`src/rtl/serial_subtractor.sv`:
```
// Bit-serial WIDTH-bit subtractor (diff = a - b, LSB first) built from two chained
// half-subtractor stages and a borrow flip-flop. Optional signed overflow via SERIAL_SUB_OVF_EN.
module serial_subtractor #(
    parameter int WIDTH = 8
) (
    input  logic             clk,
    input  logic             rst_n,
    input  logic             start,
    input  logic [WIDTH-1:0] a,
    input  logic [WIDTH-1:0] b,
    output logic             busy,
    output logic             done,
    output logic [WIDTH-1:0] diff,
    output logic             borrow_out
`ifdef SERIAL_SUB_OVF_EN
    ,
    output logic             ovf
`endif
);

    localparam int CW = $clog2(WIDTH + 1);

    typedef enum logic [1:0] {
        S_IDLE,
        S_SHIFT,
        S_FIN
    } state_t;

    state_t           r_state;
    state_t           w_next;
    logic [WIDTH-1:0] r_a_sr;
    logic [WIDTH-1:0] r_b_sr;
    logic [WIDTH-1:0] r_res;
    logic [WIDTH-1:0] r_diff;
    logic [CW-1:0]    r_cnt;
    logic             r_borrow;
    logic             r_borrow_out;
    logic             r_done;
    logic             r_a_msb;
    logic             r_b_msb;
    logic             w_last;
    logic             w_d1;
    logic             w_b1;
    logic             w_d;
    logic             w_b2;
`ifdef SERIAL_SUB_OVF_EN
    logic             r_ovf;
`endif

    // Two half-subtractors: operand bits first, then the stored borrow.
    assign w_d1   = r_a_sr[0] ^ r_b_sr[0];
    assign w_b1   = ~r_a_sr[0] & r_b_sr[0];
    assign w_d    = w_d1 ^ r_borrow;
    assign w_b2   = ~w_d1 & r_borrow;
    assign w_last = (r_cnt == CW'(WIDTH - 1));

    always_ff @(posedge clk or negedge rst_n) begin
        if (!rst_n) r_state <= S_IDLE;
        else        r_state <= w_next;
    end

    always_comb begin
        w_next = r_state;
        case (r_state)
            S_IDLE:  if (start) w_next = S_SHIFT;
            S_SHIFT: if (w_last) w_next = S_FIN;
            S_FIN:   w_next = S_IDLE;
            default: w_next = S_IDLE;
        endcase
    end

    always_ff @(posedge clk or negedge rst_n) begin
        if (!rst_n) begin
            r_a_sr       <= '0;
            r_b_sr       <= '0;
            r_res        <= '0;
            r_diff       <= '0;
            r_cnt        <= '0;
            r_borrow     <= 1'b0;
            r_borrow_out <= 1'b0;
            r_done       <= 1'b0;
            r_a_msb      <= 1'b0;
            r_b_msb      <= 1'b0;
`ifdef SERIAL_SUB_OVF_EN
            r_ovf        <= 1'b0;
`endif
        end else begin
            r_done <= (r_state == S_FIN);
            case (r_state)
                S_IDLE: begin
                    if (start) begin
                        r_a_sr   <= a;
                        r_b_sr   <= b;
                        r_a_msb  <= a[WIDTH-1];
                        r_b_msb  <= b[WIDTH-1];
                        r_borrow <= 1'b0;
                        r_cnt    <= '0;
                    end
                end
                S_SHIFT: begin
                    // Result enters at the MSB so bit 0 lands at the LSB after WIDTH shifts.
                    r_res    <= {w_d, r_res[WIDTH-1:1]};
                    r_a_sr   <= r_a_sr >> 1;
                    r_b_sr   <= r_b_sr >> 1;
                    r_borrow <= w_b1 | w_b2;
                    r_cnt    <= r_cnt + CW'(1);
                end
                S_FIN: begin
                    r_diff       <= r_res;
                    r_borrow_out <= r_borrow;
`ifdef SERIAL_SUB_OVF_EN
                    r_ovf        <= (r_a_msb ^ r_b_msb) & (r_a_msb ^ r_res[WIDTH-1]);
`endif
                end
                default: ;
            endcase
        end
    end

    assign busy       = (r_state != S_IDLE);
    assign done       = r_done;
    assign diff       = r_diff;
    assign borrow_out = r_borrow_out;
`ifdef SERIAL_SUB_OVF_EN
    assign ovf        = r_ovf;
`else
    // Operand MSBs only feed the overflow term; keep them observed in the default build.
    logic w_unused;
    assign w_unused = r_a_msb ^ r_b_msb;
`endif

endmodule

```
`config.mk`:
```
export PLATFORM = sky130hd
export DESIGN_NAME = serial_subtractor
export DESIGN_NICKNAME = d
export VERILOG_FILES = /design/src/rtl/serial_subtractor.sv
export SDC_FILE = /design/constraint.sdc
export NUM_CORES = 1
export LEC_CHECK = 0
export ABC_CLOCK_PERIOD_IN_PS = 1600
export BUFFER_PORTS_ARGS = -buffer_cell sky130_fd_sc_hd__buf_2
export CORE_AREA = 2 2 60 62
export CTS_CLUSTER_DIAMETER = 200
export DETAILED_ROUTE_END_ITERATION = 16
export DIE_AREA = 0 0 62 64
export GPL_ROUTABILITY_DRIVEN = 0
export PLACE_DENSITY = 0.82
export SKIP_LAST_GASP = 1
export SLEW_MARGIN = 20
export SYNTH_ARGS = -nofsm -noshare
export SYNTH_HDL_FRONTEND = slang
export SYNTH_SLANG_ARGS = --single-unit
```
`constraint.sdc`:
```
create_clock -name clk -period 1.6 [get_ports clk]
set_input_delay 0.08 -clock clk [delete_from_list [all_inputs] [get_ports clk]]
set_output_delay 0.08 -clock clk [all_outputs]
set_load 0.01 [all_outputs]
```
# Yosys cells after proc, flatten, opt, wreduce, memory -nomap -nowiden
# Cells that the tools add are included.
[op_classes]
bitwise = 7
eq_ne = 5
reduce_logical = 5
addsub = 1
muxes = 11
[ops]
columns = ["cell", "n"]
rows = [
  ["8-bit one-hot mux with 2 select lines", 2],
  ["8-bit two-way mux", 2],
  ["4-bit one-hot mux with 2 select lines", 1],
  ["4-bit by 1-bit adder with 4-bit output (second input constant)", 1],
  ["4-bit by 3-bit == test with 1-bit output (second input constant)", 1],
  ["2-bit two-way mux", 2],
  ["4-bit two-way mux", 1],
  ["2-bit != test (second input constant)", 2],
  ["2-bit one-hot mux with 2 select lines", 1],
  ["2-bit AND reduction", 2],
  ["2-bit nonzero test", 2],
  ["1-bit bitwise AND", 2],
  ["2-bit by 1-bit == test with 1-bit output (second input constant)", 1],
  ["2-bit == test (second input constant)", 1],
  ["2-bit zero test", 1],
  ["1-bit inverter", 2],
  ["1-bit one-hot mux with 2 select lines", 1],
  ["1-bit XOR", 2],
  ["1-bit two-way mux", 1],
  ["1-bit OR", 1],
]
[totals]
ff_bits = 41
elab_cells = 38
out_inout_bits = 11

# Depth between registers and ports, before layout
# Gate-level depths: netlist (run 1).
[depth]
ltp_word = 5
ltp_mapped = 5
mapped_depth_nobuf = 3

# Least setup slack after synthesis (run 1)
# No wires, ideal clock.
[synth_timing]
path_kind = "reg2reg"
start = "register r_state[1]"
end = "register r_borrow"
path_buffers = 2
slack_ps = 416
required_ps = 1479
t_arrival_ps = 1063
path_stages_with_launch = 5
cell_sequence = "dfrtp_1 buf_4 o21bai_1 buf_2 a22o_1"
[synth_between]
elab_chain_len = 3
[synth_lines]
columns = ["item", "line", "rtl"]
rows = [
  ["start: declaration", "29", "state_t r_state;"],
  ["start signal: assignment", "59", "else r_state <= w_next;"],
  ["2-bit by 1-bit == test with 1-bit output / 2-bit zero test (equally long branches)", "89", "case (r_state)"],
  ["2-bit nonzero test (no line) / 2-bit != test (equally long branches)", "-", ""],
  ["2-bit AND reduction (no line)", "-", ""],
  ["end signal: assignment", "105", "r_borrow <= w_b1 | w_b2;"],
  ["end: declaration", "36", "logic r_borrow;"],
]
# Parallel ways exist; a longest one is shown, timed or not.
# A chain may end at the register's enable or synchronous reset.

# Worst setup path in the final report (run 1)
[layout_timing]
start = "register r_state[1]"
end = "output busy"
[layout_between]
elab_chain_len = 1
[layout_lines]
columns = ["item", "line", "rtl"]
rows = [
  ["2-bit nonzero test", "120", "assign busy = (r_state != S_IDLE);"],
  ["end: declaration", "11", "output logic busy,"],
]
# Every way passes these cells.

==> reports/summary.txt, run 1 <==
Outcome = finished, final reports clean
Clk slew on worst S/H paths = 110 ps
CTS tree = built
Nets = 217
Number of global-route vias before repair = 1,307
# diodes = 0
Synth warn = 0
Die span in x = 62 µm
R2R Path Start = r_state[0]
Largest net degree at the start of global routing = 42
Fillers = 292
Fin. Hold Viols = 0
Iteration-0 DRC Markers = 46
Cell Rows = 21
Multiplexer share of the synthesized area = 0.05895
Dpl cell area = 1918 µm²
Routed len/inst = 12.71 µm
CTS Buf Count = 5
Mapped Avg Cell Area = 10.74 µm²
Distinct cell type count after synthesis = 26
Tcrit/Tclk final = 0.9148
Synth-to-Final Area Change = 18.27%
Clock Latency Late Sink = 340 ps
CTS H-tree lvls = 2
Synth Instances = 160
Synth Area in Simple Gates = 0.1339
Reg2reg setup slack = 260 ps
Post-Syn Nets = 181
Worst r2r path cells = 4
Worst Clk Skew = 6.770 ps
Post-CTS setup buffers = 0
Max-Cap Viols = 0
Hold Path End = r_a_sr[5]
Worst hold margin = 10.23 ps
RSZ-0062 raised after global routing = no
Post-route ant nets = 0
Fin area = 2033 µm²
Critical path class = flop to output port
Reg-to-reg endpoint = r_cnt[3]
Setup TNS = 0 ps
GRT Resource Usage Total = 0.1835
First-pass GRT wire length = 5451 µm
Place WS = 277.3 ps
Max clock buf depth = 2
Final Setup Violations = 0
Sequential-to-total area share from yosys stat = 0.5968
Die Y = 64 µm
DPL Wire Length = 2141 µm
Vias post-DR = 1,280
PostCTS Resize Cnt = 0
CP Launch Type = flop
Clk root buf = clkbuf_4
Fmax = 683.2 MHz
Largest family of logic cells by synthesized area = compound AO/OA/AOI/OAI gates
Compound-Gate Fraction of Synth Area = 0.1499
DR vias/cell = 5.267
Synth Area in XOR/XNOR = 0
Max-slew violations = 0
DRC = 0
Hold buffer count at cts = 3
PwrDens = 1655 nW/µm²
Critical Path End Type = output port
Post-Syn Area = 1719 µm²
Slew margin rel. = 0.6675
Layout cells sized above 1 = 0.2234
Critical Path RT = 1520 ps
Cell leakage power = 1.037 nW
Worst hold path class = input pin to flop
Number of antenna violations at the first check in global routing = 0
Max VDD drop = 0.6934 mV
Yosys reg bits = 41
Initial core utilization = 0.5234
Final worst slack = 136.3 ps
Worst slew pin tran = 498.8 ps
I/O pin total = 30
Crit path arrival time = 1380 ps
Crit path time final = 1464 ps
Hold Path Origin = a[5]
CTS Sinks = 41
Hold path depth = 3
Peak fanout along the critical path = 17
WL final = 3089 µm
Remaining Overflow, GRT = 0
Core Area = 3284 µm²
Drt pass-1 iters = 4
IO Port Bufs = 29
Die area = 3968 µm²
Adder-Cell Fraction of Synth Area = 0.01892
==> cell usage after synthesis <==
library cell   n  area (µm²)
o21bai_1       2       15.01
o21ai_1       19       95.09
inv_2          1       3.750
nor3_1         1       5.000
a21oi_1        3       15.01
or2_1          1       6.260
inv_1          3       11.26
a41oi_1        1       8.760
a2bb2oi_1      1       8.760
nand2_1       42       157.7
nor3b_1        1       7.510
and3b_1        2       17.52
nand2b_1       2       12.51
a22o_1         2       17.52
nor2b_1        2       12.51
dfrtp_1       41        1026
buf_2          6       30.03
ha_1           1       12.51
a22oi_1       12       90.09
or3_1          1       6.260
mux2_1         9       101.4
clkbuf_1       1       3.750
a21o_1         1       7.510
nand3_1        1       5.000
fa_1           1       20.02
buf_4          3       22.52
==> area by class of cell <==
| type | count | area, µm² | share of cell area |
|---|---|---|---|
| clock buffer | 7 | 55.05 | 0.02708 |
| inverter | 4 | 15.01 | 0.007385 |
| clock inverter | 1 | 30.03 | 0.01477 |
| sequential | 41 | 1026 | 0.5046 |
| timing repair buffer | 39 | 227.7 | 0.1120 |
| tap | 46 | 57.56 | 0.02831 |
| multi-input combinational | 105 | 621.8 | 0.3058 |
==> worst max-delay path: stages (launching register included) <==
cell,delay [ps]
dfrtp_1,440
buf_4,210
or2_1,250
buf_2,140
==> state kept, by name (all words and copies together) (netlist names) <==
| name | cells |
|---|---|
| diff | 8 |
| r_res | 8 |
| r_b_sr | 8 |
| done | 1 |
| r_state | 2 |
| r_a_sr | 8 |
| r_cnt | 4 |
| borrow_out | 1 |
| r_borrow | 1 |
==> layer usage <==
metal	up-vias	routed length, µm	GRT usage
met1	624	1321	0.2127
met5	-	0	0
met3	6	152	0.05668
met4	0	43	0.07713
met2	32	1572	0.3034
li1	618	-	-
==> where the power goes <==
group          internal [W]  leakage, nW  switching, W
Combinational      0.000480        0.454      0.000557
Clock              0.000373       0.0455      0.000307
Sequential          0.00141        0.537      0.000240
Total               0.00226         1.04       0.00110
==> stage by stage <==
step           cells    util  total power [W]
3_3_place_gp     232  0.5840         0.002630
6_report         243  0.6190         0.003365
3_5_place_dp     232  0.5840         0.002719
2_1_floorplan    160       -         0.002364
5_1_grt          243  0.6190         0.003642
4_1_cts          243  0.6190         0.003407
==> cells in the final DEF, fill, tap and decap left out, drive strengths merged <==
cell,count
a21o,1
a21oi,3
a22o,2
a22oi,12
a2bb2oi,1
a41oi,1
and3b,2
buf,36
bufinv,1
clkbuf,7
dfrtp,41
dlygate4sd3,3
fa,1
ha,1
inv,4
mux2,9
nand2,42
nand2b,2
nand3,1
nor2b,2
nor3,1
nor3b,1
o21ai,19
o21bai,2
or2,1
or3,1
==> worst max path at each step <==
stage | to | slack (ps) | cells after the start | start
after CTS | busy | 120 | 3 | r_state[1]
final | busy | 140 | 3 | r_state[1]
after detailed placement | r_cnt[3] | 280 | 4 | r_state[0]
after global routing | busy | 40 | 3 | r_state[1]
after floorplan | r_borrow | 420 | 4 | r_state[1]
after global placement | r_cnt[3] | 360 | 4 | r_state[0]
==> logic make-up (layout without fill, tap and decap cells) <==
family / after synthesis / after routing
AND/OR/NAND/NOR: 53 / 53
AO/OA/AOI/OAI: 41 / 41
flip-flops: 41 / 41
buffers and inverters: 14 / 51
multiplexers: 9 / 9
adder cells (fa/ha/maj): 2 / 2
No activity file was read; power rests on OpenSTA's default activity.
==> run 2: changes to the inputs <==
ABC_CLOCK_PERIOD_IN_PS = 1500   (was 1600)
CORE_AREA = 3 3 61 63   (was 2 2 60 62)
DIE_AREA = 0 0 64 66   (was 0 0 62 64)
clock period = 1.5 ns   (was 1.6 ns; I/O delays follow)
==> run 2 against run 1 <==
  * Sequential share of layout area is 3.1 points lower
  * Critical path depth did not move
  * Critical path type unchanged
  * Highest routed layer unchanged
  * Clock power grew 27%
  * Sequential power is 7% higher
==> reports/summary.txt, run 2 (synthesized netlist as in run 1, its figures left out) <==
Worst Clk Skew = 8.876 ps
WL final = 3256 µm
Die Y = 66 µm
Die area = 4224 µm²
Met1 Track Usage GR = 0.2027
# diodes = 0
Final Setup Violations = 0
IO Port Bufs = 29
Critical path class = flop to output port
Outcome = finished, final reports clean
Register area = 1026 µm²
Max clock buf depth = 2
Worst slew pin tran = 474.7 ps
Worst hold path class = input pin to flop
Cell Rows = 21
Remaining Overflow, GRT = 0
Iteration-0 DRC Markers = 107
CTS Sinks = 41
Drt pass-1 iters = 4
DRC = 0
Max-slew violations = 0
RSZ-0062 raised after global routing = yes
Max-Cap Viols = 0
GRT Resource Usage Total = 0.1731
DPL Wire Length = 2239 µm
Layout cells sized above 1 = 0.2367
Fillers = 256
Setup TNS = 0 ps
Busiest grt layer = met2
Nets = 227
Post-Layout Cell Count = 253
Routed len/inst = 12.87 µm
First-pass GRT wire length = 5685 µm
CTS H-tree lvls = 2
Vias post-DR = 1,326
Number of antenna violations at the first check in global routing = 0
Post-route ant nets = 0
Met2 Usage GRT = 0.2994
PwrDens = 1753 nW/µm²
I/O pin total = 30
Crit path arrival time = 1360 ps
Core Area = 3284 µm²
Synth-to-Final Area Change = 25.98%
Critical Path RT = 1420 ps
CP Launch Type = flop
Clk slew on worst S/H paths = 120 ps
Fmax = 695.5 MHz
CTS Buf Count = 5
Critical Path End Type = output port
Most frequent cells in the layout = nand2_1 (42), dfrtp_1 (41), buf_2 (29)
Initial core utilization = 0.5234
Tcrit/Tclk final = 0.9586
Area of the multi-input gates = 624.3 µm²
Met3 usage = 0.06463
Clk root buf = clkbuf_4
Largest net degree at the start of global routing = 42
CTS tree = built
Cell leakage power = 1.099 nW
Die span in x = 64 µm
DR vias/cell = 5.241
Slew margin rel. = 0.6829
Final Util = 0.6594
# placed instances = 233
Crit path time final = 1438 ps
Clock Latency Late Sink = 350 ps
Number of global-route vias before repair = 1,279
Most common cell after layout, fill and taps aside = nand2_1
Fin. Hold Viols = 0
Max VDD drop = 0.8586 mV
Peak fanout along the critical path = 18
Worst hold margin = 16.86 ps
## run 2: metrics by stage
step | worst slack [ps] | power [W] | area [µm²]
after floorplan | 315.8 | 0.002522 | 1719
after global placement | 227.1 | 0.002817 | 1938
after detailed placement | 154.3 | 0.002921 | 1938
after CTS | 34.70 | 0.003800 | 2131
after global routing | -8.906 | 0.004101 | 2166
final | 62.10 | 0.003797 | 2166
## run 2: cell type report
cell class | count | area share
clock buffer | 5 | 0.01733
clock inverter | 3 | 0.03004
inverter | 4 | 0.006932
multi-input combinational | 105 | 0.2883
sequential | 41 | 0.4737
tap | 46 | 0.02657
timing repair buffer | 49 | 0.1571
## run 2: what timing repair did
| item | 4_1_cts | 5_1_grt |
|---|---|---|
| setup endpoints to repair | 0 | 1 |
| resized for setup | 0 | 3 |
| setup buffers | 0 | 2 |
| hold buffers | 9 | 1 |
| hold endpoints to repair | 48 | 1 |
## run 2: final timing paths
check / slack [ps] / cells past startpoint / endpoint / from
worst min-delay path: 20 / 3 / r_b_sr[2] / b[2]
max in group asynchronous: 1090 / 3 / r_cnt[2] / rst_n
worst min register to register: 470 / 1 / r_state[1] / r_cnt[3]
min in group asynchronous: 210 / 3 / diff[0] / rst_n
worst max register to register: 140 / 3 / diff[0] / r_state[0]
worst max-delay path: 60 / 3 / busy / r_state[1]
## run 2: metal layers
metal | part of all wire | routed length [µm]
met1 | 0.41 | 1349
met5 | 0 | 0
met3 | 0.065 | 212
met4 | 0.0089 | 29
met2 | 0.51 | 1664
## run 2: report_power, final
part	internal, W	switching (W)
Clock	0.000516	0.000350
Combinational	0.000563	0.000607
Sequential	0.00150	0.000261
Total	0.00258	0.00122
## run 2: critical path, cell delays in order, from the launching register on
cell	delay (ps)
dfrtp_1	430
buf_6	170
or2_1	260
buf_2	150
